[config.mk]
export PLATFORM = sky130hd
export DESIGN_NAME = low_freq_queue_ctrl
export DESIGN_NICKNAME = d
export VERILOG_FILES = /design/src/rtl/low_freq_queue_pkg.sv /design/src/rtl/low_freq_queue_ctrl_seq_cnt.sv /design/src/rtl/low_freq_queue_ctrl.sv
export SDC_FILE = /design/constraint.sdc
export NUM_CORES = 1
export LEC_CHECK = 0
export CORE_MARGIN = 1.5
export CORE_UTILIZATION = 57
export CTS_CLUSTER_DIAMETER = 150
export DETAILED_ROUTE_END_ITERATION = 8
export HOLD_SLACK_MARGIN = 0.02
export PLACE_DENSITY = 0.89
export SLEW_MARGIN = 10
export SYNTH_ARGS = -nofsm -noshare
export SYNTH_HDL_FRONTEND = slang
export SYNTH_SLANG_ARGS = --single-unit
export TNS_END_PERCENT = 50
[constraint.sdc]
create_clock -name clk -period 2.4 [get_ports clk]
set_input_delay 0.24 -clock clk [delete_from_list [all_inputs] [get_ports clk]]
set_output_delay 0.24 -clock clk [all_outputs]
set_load 0.005 [all_outputs]
[src/rtl/low_freq_queue_pkg.sv]
// Shared types and defaults for the low-frequency sample queue controller.
// ptr_t is the buffer pointer type at the default depth.
package low_freq_queue_pkg;

   localparam int DEPTH_DEF   = 1024;
   localparam int SEQ_LEN_DEF = 1021;
   localparam int PTR_W       = $clog2(DEPTH_DEF);

   typedef logic [PTR_W-1:0] ptr_t;

   typedef enum logic [1:0] {
      IDLE  = 2'd0,
      WRITE = 2'd1,
      SEQ   = 2'd2
   } state_t;

endpackage

[src/rtl/low_freq_queue_ctrl_seq_cnt.sv]
// Read-sequence length counter: loads SEQ_LEN-1, counts down while enabled,
// and flags the last cycle of a sequence with tc.
module seq_cnt
   import low_freq_queue_pkg::*;
#(
   parameter int SEQ_LEN = SEQ_LEN_DEF
) (
   input  logic clk,
   input  logic rst,
   input  logic load,
   input  logic en,
   output logic tc
);

   localparam int CW = ($clog2(SEQ_LEN) > 0) ? $clog2(SEQ_LEN) : 1;

   logic [CW-1:0] cnt;

   always_ff @(posedge clk) begin
      if (rst) begin
         cnt <= '0;
      end else if (load) begin
         cnt <= CW'(SEQ_LEN - 1);
      end else if (en && (cnt != '0)) begin
         cnt <= cnt - 1'b1;
      end
   end

   assign tc = (cnt == '0);

endmodule

[src/rtl/low_freq_queue_ctrl.sv]
// Circular-buffer controller: writes each incoming sample, then once the buffer
// holds SEQ_LEN samples reads a SEQ_LEN-long window starting at the oldest one.
//
//   state | meaning
//   IDLE  | waiting for a sample strobe or a pending sample
//   WRITE | one-cycle buffer write at new_ptr
//   SEQ   | SEQ_LEN-cycle read of old_ptr .. old_ptr+SEQ_LEN-1
module low_freq_queue_ctrl
   import low_freq_queue_pkg::*;
#(
   parameter int DEPTH   = DEPTH_DEF,
   parameter int SEQ_LEN = SEQ_LEN_DEF
) (
   input  logic                     clk,
   input  logic                     rst,
   input  logic                     vld,
   output logic                     wrt_smpl,
   output logic [$clog2(DEPTH)-1:0] waddr,
   output logic [$clog2(DEPTH)-1:0] raddr,
   output logic                     sequencing,
   output logic                     is_full,
   output logic                     ovf
);

   localparam int AW = $clog2(DEPTH);
   localparam int CW = $clog2(SEQ_LEN + 1);

   state_t        state;
   logic [AW-1:0] new_ptr;
   logic [AW-1:0] old_ptr;
   logic [CW-1:0] cnt;
   logic [CW-1:0] cnt_inc;
   logic          pending;
   logic          seq_load;
   logic          seq_tc;

   assign cnt_inc  = (cnt == CW'(SEQ_LEN)) ? cnt : cnt + 1'b1;
   assign seq_load = (state == WRITE) && (cnt_inc == CW'(SEQ_LEN));
   assign waddr    = new_ptr;

   seq_cnt #(.SEQ_LEN(SEQ_LEN)) u_seq_cnt (
      .clk  (clk),
      .rst  (rst),
      .load (seq_load),
      .en   (state == SEQ),
      .tc   (seq_tc)
   );

   always_ff @(posedge clk) begin
      if (rst) begin
         state      <= IDLE;
         new_ptr    <= '0;
         old_ptr    <= '0;
         cnt        <= '0;
         pending    <= 1'b0;
         ovf        <= 1'b0;
         wrt_smpl   <= 1'b0;
         sequencing <= 1'b0;
         is_full    <= 1'b0;
         raddr      <= '0;
      end else begin
         case (state)
            IDLE: begin
               if (vld || pending) begin
                  state    <= WRITE;
                  wrt_smpl <= 1'b1;
                  // a strobe arriving alongside a pending write becomes the next pending one
                  pending  <= vld & pending;
               end
            end
            WRITE: begin
               if (vld) begin
                  if (pending) ovf <= 1'b1;
                  else         pending <= 1'b1;
               end
               wrt_smpl <= 1'b0;
               new_ptr  <= new_ptr + 1'b1;
               cnt      <= cnt_inc;
               is_full  <= (cnt_inc == CW'(SEQ_LEN));
               if (seq_load) begin
                  state      <= SEQ;
                  sequencing <= 1'b1;
               end else begin
                  state <= IDLE;
               end
            end
            SEQ: begin
               if (vld) begin
                  if (pending) ovf <= 1'b1;
                  else         pending <= 1'b1;
               end
               if (seq_tc) begin
                  sequencing <= 1'b0;
                  old_ptr    <= old_ptr + 1'b1;
                  raddr      <= old_ptr + 1'b1;
                  if (pending) begin
                     state    <= WRITE;
                     wrt_smpl <= 1'b1;
                     pending  <= 1'b0;
                  end else begin
                     state <= IDLE;
                  end
               end else begin
                  raddr <= raddr + 1'b1;
               end
            end
            default: state <= IDLE;
         endcase
      end
   end

endmodule

==> flow_summary.ini <==
[timing]
tns_ns = 0
rsz0062_at_grt = false
fin_crit_sh_pct = 89.7
timing.hold.ws_ns = 0.382
worst_pin_slew_ns = 0.568
finalHoldViolations = 0
fin_crit_ns = 2.15
clock-skew-final_ns = 0.00593
final-max-slew-violation-count = 0
clock.fmax_ghz = 0.464
setup_viol = 0
relSlewSlack_pct = 62.1

[worst_setup_path]
slowest_stage = dfxtp_1
r2r_start = cnt[2]$_SDFFE_PP0P_
critical-path-top-delay-family = simple AND/OR/NAND/NOR gates
cp.arrival_ns = 2.42
cp-start-kind = flop
reg2reg_slack_ns = 0.25
cpPeakStageDelay_ns = 0.52
r2r_end = sequencing$_SDFFE_PP0P_
worstPathRequired_ns = 2.67
cp.depth = 7
cp_cell_sequence = nand2_1 > or2_1 > nor4b_1 > o2111ai_1 > buf_4 > nand2b_1 > a31oi_1
crit_fanout = 12
crit_type = reg2reg
endpoint_kind = flop
cp.buffers_inverters = 1
reg2reg_depth = 7

[power_and_ir_drop]
ir_drop_v = 0.000428
p_sw_w = 0.000461
p_int_w = 0.00150
comb_power_share_pct = 6.5
finalPower_w = 0.00196
seq_power_share_pct = 49.8
powerDensity_nw_per_um2 = 568
swShare_pct = 23.5
clock_power_share_pct = 43.7
p_leak_nw = 1.19

[floorplanning]
ioPinCount = 27
rows = 25
dieHeight_um = 74.7
die_x_um = 74.7
initial_core_util_pct = 60.4
die_area_um2 = 5580
core_um2 = 4850

[synthesis]
syn_nets = 382
synthArstFlopShare_pct = 0
syn_avg_cell_area_um2 = 7.96
ys_ff_latch = 57
syn-cell-area_um2 = 2930
synthCells = 368
synth_edf_count = 0
netlist-cell-type-count = 41
ys_seq_area_share_pct = 39.0
ys_warn_count = 0
synth_flop_cell = dfxtp_1

[global_route]
grt_overflow = 0
grt.total_usage_pct = 25.5
antenna_found_initial = 0
grt_pass1_wl_um = 10900
grt_pass1_vias = 2578
grt_max_degree = 32

[clock_network]
tritoncts = yes
clkTransAtPathRegs_ns = 0.06
cts-hold-fix-buffers = 0
clock-sinks = 57
htree_levels = 3
cts.repair.resized = 0
clockBufferDepth = 2
numCtsBuffers = 9
clockRootBuffer = clkbuf_8
cts_setup_buffers = 0
insertion_delay_ns = 0.34

[detailed_routing]
routed_wl_um = 6550
via_per_inst = 5.85
vias = 2739
antenna_left = 0
highest_layer = met4
wl_per_cell_um = 14.0
drt-met1-wl_um = 2880
dr.pass1.iters = 5
drt_iter0_drc = 184
wl_met3_um = 260
drc = 0
route.met2.wl_um = 3280

[status]
outcome = complete, no violations

[place]
port-buffer-count = 26
placedCellCount = 452
place_congestion = 0.868
post-dp-hpwl_um = 4530

[job]
drv_cap = 0

[min_path]
hold_depth = 2
min_to = old_ptr[0]$_SDFFE_PP0P_
hp-class = in2reg
min_from = rst

[final_layout]
area_delta_synth_final_pct = 18.0
final_nets = 410
n_antenna_cell = 0
finalNonFillerCells = 468
layout-drive-gt1-share_pct = 6.98
==> cells in the final DEF, fill, tap and decap left out, types with 14 or more instances in the layout <==
master,count
a21oi_1,32
xnor2_1,14
dfxtp_1,57
xor2_1,19
clkdlybuf4s50_1,25
nand2_1,45
nor2_1,37
nand3_1,16
o21ai_0,23
==> worst max path at each step <==
stage                                      from                            end  slack (ns)
final                       cnt[2]$_SDFFE_PP0P_        sequencing$_SDFFE_PP0P_        0.25
after global routing      state[0]$_SDFFE_PP0P_  u_seq_cnt.cnt[8]$_SDFFE_PP0P_        0.06
after CTS                   cnt[2]$_SDFFE_PP0P_        sequencing$_SDFFE_PP0P_        0.26
after detailed placement    cnt[2]$_SDFFE_PP0P_        sequencing$_SDFFE_PP0P_        0.29
after global placement      cnt[1]$_SDFFE_PP0P_        sequencing$_SDFFE_PP0P_        0.39
after floorplan             cnt[0]$_SDFFE_PP0P_          state[1]$_SDFFE_PP0P_        0.18
==> metal layers <==
metal	vias up	track usage [%]
li1	1352	-
met4	0	13.1
met2	72	43.0
met1	1300	29.8
met5	-	0
met3	15	6.96
==> cells in the mapped netlist, drive strengths merged (7+ instances only) <==
master	count	area share [%]
nor2	37	4.7
or3	13	2.8
nand4	8	1.9
inv	12	1.5
nand3	16	2.7
xnor2	14	4.2
ha	11	4.7
and3	7	1.5
o21ai	23	3.9
xor2	19	5.7
nand2	45	5.8
clkbuf	13	1.7
nor3	7	1.2
dfxtp	57	39
a211oi	8	2.1
a21oi	32	5.5
==> kinds of logic (layout without fill, tap and decap cells) <==
group           after synthesis  after routing  share of synthesized area, %
flops                        57             57                          39.0
buf+inv                      29             62                          3.76
xor+xnor                     33             33                          9.87
simple gates                156            156                          26.0
fa+ha+maj                    11             11                          4.70
compound gates               81             81                          16.4
mux                           1              1                         0.342
==> registers in the layout, summed over array words and instances (netlist names) <==
register,count
u_seq_cnt.cnt,10
raddr,10
pending,1
old_ptr,10
ovf,1
sequencing,1
waddr,10
state,2
cnt,10
wrt_smpl,1
is_full,1
==> per-stage QoR <==
stage	instance area [µm²]	setup WS, ns	utilization [%]
floorplan	2930	0.180	-
global placement	3260	0.389	67.3
detailed placement	3260	0.293	67.3
CTS	3450	0.265	71.3
global route	3450	0.0598	71.3
finish	3450	0.246	71.3
==> power groups by stage <==
stage | combinational [W] | sequential, W | clock, W
3_3_place_gp | 0.000120 | 0.000996 | 0
2_1_floorplan | 0.0000789 | 0.000998 | 0
3_5_place_dp | 0.000125 | 0.000998 | 0
4_1_cts | 0.000126 | 0.000976 | 0.000863
6_report | 0.000127 | 0.000977 | 0.000857
5_1_grt | 0.000139 | 0.000979 | 0.000908
==> layout make-up <==
class	count	area, µm²
sequential	57	1140
fill	356	1390
inverter	12	45.0
multi-input combinational	282	1680
tap	67	83.8
clock buffer	14	183
timing repair buffer	34	315
clock inverter	2	10.0
No activity file was read; power rests on OpenSTA's default activity.
